**src/rtl/spike_window_counter_if.sv**
```systemverilog
// spike_window_counter_if
//   Bundles the run/configuration inputs and the latched result outputs of
//   spike_window_counter. The host side uses the master modport and the
//   counter uses the slave modport.
//   Signals:
//     ena        host -> counter  run enable
//     spike_in   host -> counter  one spike line per channel
//     win_len    host -> counter  window length in cycles (0 acts as 1)
//     sel        host -> counter  channel select for count_out
//     count_out  counter -> host  latched count of channel sel
//     winner     counter -> host  lowest index holding the highest count
//     silent     counter -> host  every latched count is zero
//     valid      counter -> host  one-cycle pulse on a new result
interface spike_window_counter_if #(
   parameter int N_CH  = 8,
   parameter int CNT_W = 8,
   parameter int WIN_W = 16
);
   localparam int SEL_W = $clog2(N_CH);

   logic              ena;
   logic [N_CH-1:0]   spike_in;
   logic [WIN_W-1:0]  win_len;
   logic [SEL_W-1:0]  sel;
   logic [CNT_W-1:0]  count_out;
   logic [SEL_W-1:0]  winner;
   logic              silent;
   logic              valid;

   modport master (
      output ena, spike_in, win_len, sel,
      input  count_out, winner, silent, valid
   );

   modport slave (
      input  ena, spike_in, win_len, sel,
      output count_out, winner, silent, valid
   );
endinterface

```
**src/rtl/spike_window_counter.sv**
```systemverilog
// spike_window_counter
//   Counts spike events per channel over back-to-back windows of win_len
//   cycles. At the end of each window the counts are copied to shadow
//   registers, the highest-count channel is flagged and valid pulses.
//   Dropping ena aborts the running window without touching latched results.
//   Ports:
//     clk    system clock, rising edge
//     rst_n  asynchronous active-low reset
//     bus    spike_window_counter_if.slave (ena, spike_in, win_len, sel in;
//            count_out, winner, silent, valid out)
//   Build option:
//     SPIKE_EDGE_DETECT_EN  count 0->1 transitions instead of high levels
//
//   state | meaning
//   IDLE  | not counting; first ena=1 cycle is cycle 0 of a window
//   COUNT | inside a window; wcnt holds cycles left including this one
module spike_window_counter #(
   parameter int N_CH  = 8,
   parameter int CNT_W = 8,
   parameter int WIN_W = 16
) (
   input logic                  clk,
   input logic                  rst_n,
   spike_window_counter_if.slave bus
);
   localparam int SEL_W = $clog2(N_CH);
   localparam logic [CNT_W-1:0] CNT_MAX = '1;

   typedef enum logic {IDLE, COUNT} state_t;

   state_t            state_q, state_d;
   logic [WIN_W-1:0]  wcnt_q, wcnt_d;
   logic [WIN_W-1:0]  win_eff;
   logic [WIN_W-1:0]  rem;
   logic              last;
   logic              latch;

   logic [CNT_W-1:0]  cnt_q    [N_CH];
   logic [CNT_W-1:0]  cnt_nxt  [N_CH];
   logic [CNT_W-1:0]  shadow_q [N_CH];
   logic [CNT_W-1:0]  max_v;
   logic [SEL_W-1:0]  win_nxt;
   logic              sil_nxt;
   logic [SEL_W-1:0]  winner_q;
   logic              silent_q;
   logic              valid_q;
   logic [N_CH-1:0]   event_v;

`ifdef SPIKE_EDGE_DETECT_EN
   logic [N_CH-1:0]   hist_q;

   // History tracks the lines every cycle, whether or not a window runs.
   always_ff @(posedge clk or negedge rst_n) begin
      if (!rst_n) begin
         hist_q <= '0;
      end else begin
         hist_q <= bus.spike_in;
      end
   end

   assign event_v = bus.spike_in & ~hist_q;
`else
   assign event_v = bus.spike_in;
`endif

   assign win_eff = (bus.win_len == '0) ? WIN_W'(1) : bus.win_len;
   // In IDLE the window has not been loaded yet, so the cycles left equal
   // the freshly sampled length; this lets a length-1 window end in cycle 0.
   assign rem  = (state_q == IDLE) ? win_eff : wcnt_q;
   assign last = bus.ena && (rem == WIN_W'(1));

   always_comb begin
      for (int i = 0; i < N_CH; i++) begin
         if (cnt_q[i] == CNT_MAX) begin
            cnt_nxt[i] = CNT_MAX;
         end else begin
            cnt_nxt[i] = cnt_q[i] + CNT_W'(event_v[i]);
         end
      end
   end

   // Strict greater-than keeps the lowest index on ties.
   always_comb begin
      max_v   = cnt_nxt[0];
      win_nxt = '0;
      for (int i = 1; i < N_CH; i++) begin
         if (cnt_nxt[i] > max_v) begin
            max_v   = cnt_nxt[i];
            win_nxt = SEL_W'(i);
         end
      end
      sil_nxt = (max_v == '0);
   end

   always_comb begin
      state_d = state_q;
      wcnt_d  = wcnt_q;
      latch   = 1'b0;
      case (state_q)
         IDLE: begin
            if (bus.ena) begin
               state_d = COUNT;
               latch   = last;
               wcnt_d  = last ? win_eff : win_eff - WIN_W'(1);
            end
         end
         COUNT: begin
            if (!bus.ena) begin
               state_d = IDLE;
               wcnt_d  = '0;
            end else if (last) begin
               latch  = 1'b1;
               wcnt_d = win_eff;
            end else begin
               wcnt_d = wcnt_q - WIN_W'(1);
            end
         end
         default: begin
            state_d = IDLE;
            wcnt_d  = '0;
         end
      endcase
   end

   always_ff @(posedge clk or negedge rst_n) begin
      if (!rst_n) begin
         state_q  <= IDLE;
         wcnt_q   <= '0;
         winner_q <= '0;
         silent_q <= 1'b1;
         valid_q  <= 1'b0;
         for (int i = 0; i < N_CH; i++) begin
            cnt_q[i]    <= '0;
            shadow_q[i] <= '0;
         end
      end else begin
         state_q <= state_d;
         wcnt_q  <= wcnt_d;
         valid_q <= latch;
         for (int i = 0; i < N_CH; i++) begin
            if (!bus.ena || latch) begin
               cnt_q[i] <= '0;
            end else begin
               cnt_q[i] <= cnt_nxt[i];
            end
         end
         if (latch) begin
            winner_q <= win_nxt;
            silent_q <= sil_nxt;
            for (int i = 0; i < N_CH; i++) begin
               shadow_q[i] <= cnt_nxt[i];
            end
         end
      end
   end

   // Select values beyond N_CH-1 read as zero.
   always_comb begin
      bus.count_out = '0;
      for (int i = 0; i < N_CH; i++) begin
         if (bus.sel == SEL_W'(i)) begin
            bus.count_out = shadow_q[i];
         end
      end
   end

   assign bus.winner = winner_q;
   assign bus.silent = silent_q;
   assign bus.valid  = valid_q;
endmodule

```
**src/flat_wrapper.sv**
```systemverilog
// flat-port wrapper written by rule: the top's interface ports become plain ports
module spike_window_counter_flat 
#(
   parameter int N_CH  = 8,
   parameter int CNT_W = 8,
   parameter int WIN_W = 16
)
  (clk, rst_n, bus_ena, bus_spike_in, bus_win_len, bus_sel, bus_count_out, bus_winner, bus_silent, bus_valid);
  spike_window_counter_if #(.N_CH(N_CH), .CNT_W(CNT_W), .WIN_W(WIN_W)) bus_i ();
  input logic clk;
  input logic rst_n;
  input wire logic [$bits(bus_i.ena)-1:0] bus_ena;
  input wire logic [$bits(bus_i.spike_in)-1:0] bus_spike_in;
  input wire logic [$bits(bus_i.win_len)-1:0] bus_win_len;
  input wire logic [$bits(bus_i.sel)-1:0] bus_sel;
  output wire logic [$bits(bus_i.count_out)-1:0] bus_count_out;
  output wire logic [$bits(bus_i.winner)-1:0] bus_winner;
  output wire logic [$bits(bus_i.silent)-1:0] bus_silent;
  output wire logic [$bits(bus_i.valid)-1:0] bus_valid;
  assign bus_i.ena = bus_ena;
  assign bus_i.spike_in = bus_spike_in;
  assign bus_i.win_len = bus_win_len;
  assign bus_i.sel = bus_sel;
  assign bus_count_out = bus_i.count_out;
  assign bus_winner = bus_i.winner;
  assign bus_silent = bus_i.silent;
  assign bus_valid = bus_i.valid;
  spike_window_counter #(.N_CH(N_CH), .CNT_W(CNT_W), .WIN_W(WIN_W)) u_core (.clk(clk), .rst_n(rst_n), .bus(bus_i));
endmodule
```
**config.mk**
```make
export PLATFORM = sky130hd
export DESIGN_NAME = spike_window_counter_flat
export DESIGN_NICKNAME = d
export VERILOG_FILES = /design/src/rtl/spike_window_counter_if.sv /design/src/rtl/spike_window_counter.sv /design/src/flat_wrapper.sv
export SDC_FILE = /design/constraint.sdc
export NUM_CORES = 1
export LEC_CHECK = 0
export ABC_AREA = 0
export CORE_MARGIN = 3
export CORE_UTILIZATION = 31
export CTS_BUF_LIST = sky130_fd_sc_hd__clkbuf_16
export DETAILED_ROUTE_END_ITERATION = 7
export SETUP_SLACK_MARGIN = 0.1
export SLEW_MARGIN = 20
export SYNTH_ARGS = -nofsm -noshare
export SYNTH_HDL_FRONTEND = slang
export SYNTH_SLANG_ARGS = --single-unit
export TNS_END_PERCENT = 20
```
**constraint.sdc**
```tcl
create_clock -name clk -period 35.7 [get_ports clk]
set_input_delay 3.57 -clock clk [delete_from_list [all_inputs] [get_ports clk]]
set_output_delay 3.57 -clock clk [all_outputs]
set_load 0.03 [all_outputs]
```
* Word-level counts from Yosys, hierarchy flattened
Index checks and enable logic that the tools add are counted.
** Word-level totals
- Register bits :: 150
- Word-level logic and storage cells :: 112
- Output and inout bits :: 13
** Cells by class
- Magnitude comparators :: 7
- Equal/unequal tests :: 17
- Mux-type cells :: 50
- $add $sub $neg :: 10
- Bitwise gates (word level) :: 1
- Reduce and logical (&&, ||, !) cells :: 6
** Operators with widths (number)
- 8-bit two-way mux :: 31
- 16-bit two-way mux :: 6
- 8-bit by 1-bit adder with 8-bit output :: 8
- 8-bit equality test (second input constant) :: 8
- 8-bit > comparator :: 7
- 16-bit case mux with 2 select lines :: 1
- 16-bit by 1-bit subtractor with 16-bit output (second input constant) :: 2
- 16-bit by 1-bit equality test with 1-bit output (second input constant) :: 1
- 16-bit zero test :: 1
- 3-bit equality test (second input constant) :: 4
- 3-bit two-way mux :: 4
- 8-bit zero test :: 1
- 3-bit by 2-bit equality test with 1-bit output (second input constant) :: 2
- 1-bit two-way mux :: 5
- 2-bit two-way mux :: 2
- 3-bit by 1-bit equality test with 1-bit output (second input constant) :: 1
- 3-bit zero test :: 1
- 2-bit inequality test (second input constant) :: 1
- 1-bit case mux with 2 select lines :: 1
- 1-bit logical AND :: 1
- 1-bit zero test :: 1
- 1-bit logical OR :: 1
- 1-bit NOT :: 1

* Depth between registers and ports, before layout
Gate-level depths: netlist (run 1).
- Depth after elaboration :: 17
- Gate-level depth with buffers :: 82

* Worst setup path before layout (run 1)
Ideal clock, no wire load.
- Path kind :: in2reg
- Start point :: input bus_spike_in[1]
- End point :: register u_core.silent_q (netlist: u_core.bus.silent)
- Library setup time :: 62 ps
- Data arrival time :: 17559 ps
- Stages on the path :: 76
- Path buffers :: 5
- Slack :: 18079 ps
- Required time :: 35638 ps
- Path through :: ha_1 ha_1 nand3_1 xnor2_1 nor2_1 inv_1 ha_1 nand3_1 or3_1 a21oi_2 mux2_2 ha_1 a21o_1 a21o_1 a221o_1 and2_1 mux2_1 o221a_4 (+40 left out) o21ai_0 buf_2 clkbuf_1 nor2_1 a21oi_1 ha_1 nor2b_1 o21a_1 o21ai_0 nand2b_1 a21oi_1 nor2_1 a211oi_1 a21oi_1 nor2_1 inv_1 a2111oi_4 a41o_1
** RTL lines
- start: declaration :: line flat_wrapper.sv:13 : input wire logic [$bits(bus_i.spike_in)-1:0] bus_spike_in;
- end signal: assignment :: line spike_window_counter.sv:149 : silent_q <= sil_nxt;
- end: declaration :: line spike_window_counter.sv:45 : logic silent_q;

==> summary.txt, run 1 <==
Setup path
  – Worst Path Arrival: 20020 ps
  – Largest stage delay, worst path: 660 ps
  – Critical Path Start Type: input port
  – Crit path max-delay cell type: o221ai_2
  – Crit path required time: 36070 ps
  – CP Capture Type: register
  – CP Max Fanout: 20
  – Most common cell on crit path: ha_1
  – Crit Path Category: input port to register

Floorplan
  – DIE AREA: 34780 sq um
  – Core Rows: 65
  – I/O pin count: 43
  – Starting density of the core: 0.3176
  – Total core area: 31800 sq um
  – Die Y: 186.5 microns
  – Die width: 186.5 microns

CTS
  – CTS Hold Buffers Added: 0
  – Clk pin slew, worst setup/hold paths: 60 ps
  – Clock Path Buffers: 2
  – TritonCTS buffer count: 17
  – CTS resizes: 0
  – H-tree Lvls: 4
  – Number of clock sinks: 150
  – CTS tree: yes
  – Root buf cell: clkbuf_16
  – Skew-Pair Late Insertion Delay: 430 ps
  – Post-CTS Setup Bufs: 0

Logic synthesis
  – Main synth FF type: dfrtp_1
  – EDFF count, synth: 0
  – Synth warn: 0
  – Library cells used by synthesis: 81
  – Share of flip-flops with an asynchronous set or reset: 1.000
  – Synth Area per Inst: 8.445 sq um
  – Sequential area share after synthesis: 0.3718
  – Post-Syn Area: 10100 sq um
  – Cell count after synthesis: 1196
  – Number of synthesized register bits: 150
  – Syn Nets: 1294

Layout
  – Ant diodes: 0
  – Share of post-route cells with drive strength above 1: 0.06764
  – Layout Nets: 1313
  – Non-Filler Instances: 1662
  – Layout area overhead: 14.38%
  – Layout Utilization: 0.3633

Global routing
  – Vias in the first global route: 8233
  – Busiest grt layer: met2
  – Total gr overflow: 0
  – First-pass GRT wire length: 44160 microns
  – Pin count of the biggest net entering global routing: 97
  – Grt met2 use: 0.2528
  – Antenna violations before repair: 0
  – Met1 usage: 0.2125
  – Global Route Usage Sum: 0.1556
  – M3 GR Usage: 0.02611

Placement
  – Final GP Congestion: 0.9306
  – Cells after DPL: 1631
  – Detail Placement HPWL: 20050 microns
  – IO buf count: 42

Timing
  – Max_slew headroom: 0.3892
  – Clock skew: 17.36 ps
  – Max Freq: 50.88 MHz
  – Worst-Margin Slew: 911.9 ps
  – Min cycle time layout: 19660 ps
  – Final setup fails: 0
  – Setup TNS Final: 0 ps
  – Final Hold Viols: 0
  – Slew Viols, Final: 0
  – Final worst-path cycle share: 0.5506
  – Unrepaired setup endpoints after global routing: no

Detailed routing
  – Vias/cell: 5.226
  – # DRC: 0
  – Drt initial violations: 592
  – Routed WL: 27120 microns
  – TritonRoute pass-1 iters: 5
  – WL per Instance: 16.32 microns
  – Antenna Nets Post-Route: 0
  – Via Count: 8685

Run status
  – Run status: completed

Power
  – Power Dens Cells: 64.10 nW/um^2
  – Final Power: 740.5 uW
  – Worst vdd ir: 50.50 uV
  – Leak: 5.317 nW

Worst hold path
  – HP Class: register to register

Flow run
  – Maxcap violations: 0
[cells in the mapped netlist (all sizes together), types with 19 or more instances]
| cell type | instances | area share |
|---|---|---|
| inv | 66 | 0.025 |
| o21ai | 122 | 0.060 |
| a21oi | 54 | 0.028 |
| dfrtp | 149 | 0.37 |
| clkbuf | 47 | 0.017 |
| a31oi | 19 | 0.012 |
| mux2i | 19 | 0.019 |
| nor2 | 152 | 0.057 |
| xor2 | 30 | 0.026 |
| and2 | 30 | 0.019 |
| nor2b | 20 | 0.012 |
| nand3 | 49 | 0.024 |
| ha | 68 | 0.084 |
| xnor2 | 21 | 0.018 |
| nand2 | 127 | 0.047 |
[worst paths after layout]
kind | startpoint | to | slack [ps] | cells past startpoint
setup reg to reg | u_core.cnt_q[48] | u_core.bus.silent | 19240 | 73
hold / removal | u_core.shadow_q[47] | u_core.shadow_q[47] | 470 | 2
setup / recovery | bus_spike_in[1] | u_core.bus.silent | 16040 | 74
max in group asynchronous | rst_n | u_core.shadow_q[15] | 31160 | 2
min in group asynchronous | rst_n | u_core.cnt_q[30] | 3240 | 1
hold reg to reg | u_core.shadow_q[47] | u_core.shadow_q[47] | 470 | 2
[layout by cell type (no fill, tap or decap), types with 7 or more instances in the layout]
| master | count |
|---|---|
| nand2b_1 | 9 |
| o21a_1 | 16 |
| mux2_2 | 14 |
| nor2b_1 | 20 |
| o221ai_1 | 7 |
| clkdlybuf4s50_1 | 41 |
| a21o_1 | 9 |
| and2_1 | 29 |
| nor3_1 | 13 |
| inv_1 | 66 |
| xor2_1 | 30 |
| a21oi_1 | 52 |
| nand4_1 | 15 |
| nor4_1 | 8 |
| and3_1 | 15 |
| and4_1 | 7 |
| nand2_1 | 125 |
| a31oi_1 | 19 |
| mux2i_1 | 18 |
| xnor2_1 | 21 |
| dfrtp_1 | 149 |
| nand3_1 | 49 |
| ha_1 | 68 |
| nor2_1 | 151 |
| o22ai_1 | 12 |
| buf_4 | 9 |
| o21ai_0 | 121 |
| clkbuf_16 | 17 |
[worst max-delay path, delay by kind of cell]
family,cells,cell delay (ps)
AOI/OAI and AO/OA,34,7360
and+or+nand+nor,19,3440
adders and majority gates,9,2700
muxes,4,1580
buffers and inverters,7,1200
xor gates and xnor gates,1,140
[flip-flops by register name, summed over array words and instances (netlist names)]
signal,count
u_core.cnt_q,64
u_core.shadow_q,64
u_core.wcnt_q,16
u_core.bus.winner,3
u_core.bus.silent,1
u_core.bus.valid,1
u_core.state_q,1
[metrics by stage]
step                hold WS (ps)  area, sq um  worst slack, ps
global placement           455.9        10940            16250
global route               493.2        11550            14610
finish                     472.9        11550            16040
CTS                        477.3        11550            16240
floorplan                  441.9        10100            18080
detailed placement         464.6        10940            15870
[power by group]
part	leakage, nW	switching [mW]	internal (mW)	total (mW)
combinational	2.96	0.223	0.146	0.369
sequential	2.06	0.00619	0.176	0.182
clock	0.300	0.0740	0.116	0.190
total	5.32	0.303	0.437	0.741
[cell type report]
class,instances,area [sq um]
fillers,3233,20250
clock inverters,14,185.2
clock buffers,17,425.4
well taps,435,544.3
repair buffers,51,489.2
multi-input cells,928,5902
flip-flops and latches,150,3755
inverters,67,251.5
[routing by layer]
layer,wire [microns],up-vias
met5,0,-
li1,-,4289
met3,1082,42
met1,12820,4162
met4,613,0
met2,12600,192
[cell families after synthesis]
group           Yosys count  share of synthesized area
compound gates          302                     0.1938
xor+xnor                 51                    0.04423
fa+ha+maj                69                    0.08523
buf+inv                 118                    0.04484
flops                   150                     0.3718
mux                      36                    0.04039
simple gates            470                     0.2198
Note: power is estimated with default switching activity, not from simulation.
==> inputs of run 2 (changes only) <==
==> constraint.sdc (replaced) <==
create_clock -name clk -period 18.9 [get_ports clk]
set_input_delay 1.89 -clock clk [delete_from_list [all_inputs] [get_ports clk]]
set_output_delay 1.89 -clock clk [all_outputs]
set_load 0.03 [all_outputs]
==> run 2 against run 1 <==
Worst setup slack got worse by 15000 ps. Critical path depth unchanged. Register-to-register slack got worse by 16000 ps. Largest cell class unchanged. Sequential share of layout area about the same. Critical path type unchanged. Wire length increased by 0.67%. Clock skew increased by 4.9 ps. Non-clock buffer count increased by 4. Clock-buffer cell count unchanged. Via count decreased by 0.51%. Power increased by 89%.
==> summary.txt, run 2 (synthesis gave the netlist of run 1 again) <==
CTS
  – CTS tree: yes
  – H-tree Lvls: 4
  – Clock Path Buffers: 2
  – Skew-Pair Late Insertion Delay: 440 ps
  – TritonCTS buffer count: 17
  – Clk pin slew, worst setup/hold paths: 60 ps
  – Number of clock sinks: 150
  – CTS Hold Buffers Added: 0
  – Root buf cell: clkbuf_16

Power
  – Final Power: 1.401 mW
  – Worst vdd ir: 65.92 uV
  – Leak: 5.326 nW
  – Power Dens Cells: 121.2 nW/um^2

Detailed routing
  – Via Count: 8641
  – WL per Instance: 16.38 microns
  – TritonRoute pass-1 iters: 5
  – Routed WL: 27300 microns
  – Vias/cell: 5.184
  – Antenna Nets Post-Route: 0
  – Drt initial violations: 464
  – # DRC: 0

Placement
  – Cells after DPL: 1632
  – Final GP Congestion: 0.9151
  – IO buf count: 42
  – Dpl ws: 561.1 ps
  – Detail Placement HPWL: 20230 microns
  – Placed cell areas: 10950 sq um

Timing
  – Unrepaired setup endpoints after global routing: no
  – Final worst-path cycle share: 0.9276
  – Max_slew headroom: 0.3795
  – Worst-Margin Slew: 926.5 ps
  – Max Freq: 57.04 MHz
  – PnR worst setup slack: 1368 ps
  – Slew Viols, Final: 0
  – Final Hold Viols: 0
  – Final setup fails: 0
  – Setup TNS Final: 0 ps
  – Min cycle time layout: 17530 ps
  – Clock skew: 22.31 ps

Floorplan
  – Total core area: 31800 sq um
  – Starting density of the core: 0.3176
  – Die Y: 186.5 microns
  – Die width: 186.5 microns
  – Core Rows: 65
  – I/O pin count: 43
  – DIE AREA: 34780 sq um

Global routing
  – Vias in the first global route: 8322
  – Global Route Usage Sum: 0.1565
  – Antenna violations before repair: 2
  – Pin count of the biggest net entering global routing: 96
  – First-pass GRT wire length: 44210 microns
  – Total gr overflow: 0

Layout
  – Ant diodes: 0
  – Multi-input combinational cell area: 5923 sq um
  – Most frequent cells in the layout: 151 x nor2_1, 149 x dfrtp_1, 125 x nand2_1
  – Reg area: 3755 sq um
  – Filler cell count: 3267
  – Layout area overhead: 14.45%
  – Fin area: 11560 sq um
  – Commonest non-fill, non-tap cell in the layout: nor2_1
  – Layout Nets: 1317
  – Largest registers: u_core.cnt_q (64), u_core.shadow_q (64), u_core.wcnt_q (16)
  – Non-Filler Instances: 1667
  – Share of post-route cells with drive strength above 1: 0.07062

Run status
  – Run status: completed

Setup path
  – Top Family by Delay on Critical Path: compound AO/OA/AOI/OAI gates
  – Crit Path Category: input port to register
  – Largest stage delay, worst path: 460 ps
  – Buffer and inverter count on the worst path: 6
  – CP Capture Type: register
  – Crit path max-delay cell type: clkdlybuf4s50_1
  – CP Max Fanout: 17
  – Crit path required time: 19270 ps
  – Worst Path Arrival: 17900 ps
  – Critical Path Start Type: input port
  – Most common cell on crit path: ha_1
  – Flop-to-flop setup slack: 2900 ps

Worst hold path
  – HP Class: register to register

Flow run
  – Maxcap violations: 0
[run 2: cell count changes in the layout (fill, tap and decap cells not counted), moves of 2 or more]
cell,change
clkinv_4,+4
buf_4,+3
clkinvlp_4,-2
bufinv_16,-2
clkinv_2,-2
clkinv_1,+3
[run 2: worst paths after layout]
kind                                startpoint             endpoint  cells after the start
setup / recovery               bus_spike_in[1]    u_core.bus.silent                     74
hold / removal             u_core.shadow_q[44]  u_core.shadow_q[44]                      2
setup reg to reg              u_core.cnt_q[48]    u_core.bus.silent                     73
hold reg to reg            u_core.shadow_q[44]  u_core.shadow_q[44]                      2
max in group asynchronous                rst_n     u_core.wcnt_q[0]                      2
min in group asynchronous                rst_n     u_core.cnt_q[24]                      1
[run 2: layout make-up]
cell class,count,area share
multi-input combinational,928,0.5124
sequential,150,0.3249
tap,435,0.04709
timing repair buffer,55,0.04481
clock buffer,17,0.03680
inverter,67,0.02176
clock inverter,15,0.01223
[run 2: routing by layer]
metal | global-route usage | wire length, microns | vias to the layer above
met1 | 0.2141 | 13070 | 4130
met3 | 0.03062 | 1107 | 47
met4 | 0.05089 | 665 | 4
li1 | - | - | 4288
met5 | 0 | 26 | -
met2 | 0.2499 | 12430 | 172
[run 2: stage by stage]
step	utilization	hold slack, ps
2_1_floorplan	-	441.9
4_1_cts	0.3621	477.7
3_5_place_dp	0.3443	464.2
5_1_grt	0.3635	501.4
6_report	0.3635	473.9
3_3_place_gp	0.3443	455.5
[run 2: power breakdown]
part	internal, mW	switching (mW)
sequential	0.332	0.0115
clock	0.193	0.139
combinational	0.290	0.437
[run 2: what timing repair did]
| item | CTS | global route |
|---|---|---|
| setup buffers | 0 | 3 |
| setup endpoints to repair | 0 | 4 |
| gates resized for setup | 0 | 4 |
[run 2: worst register-to-register path, delay by kind of cell (launching register included)]
| family | cells | cell delay [ps] |
|---|---|---|
| compound gates | 35 | 7030 |
| simple gates | 19 | 3640 |
| fa+ha+maj | 9 | 2620 |
| mux | 4 | 1530 |
| buf+inv | 5 | 610 |
| flops | 1 | 380 |
| xor+xnor | 1 | 140 |
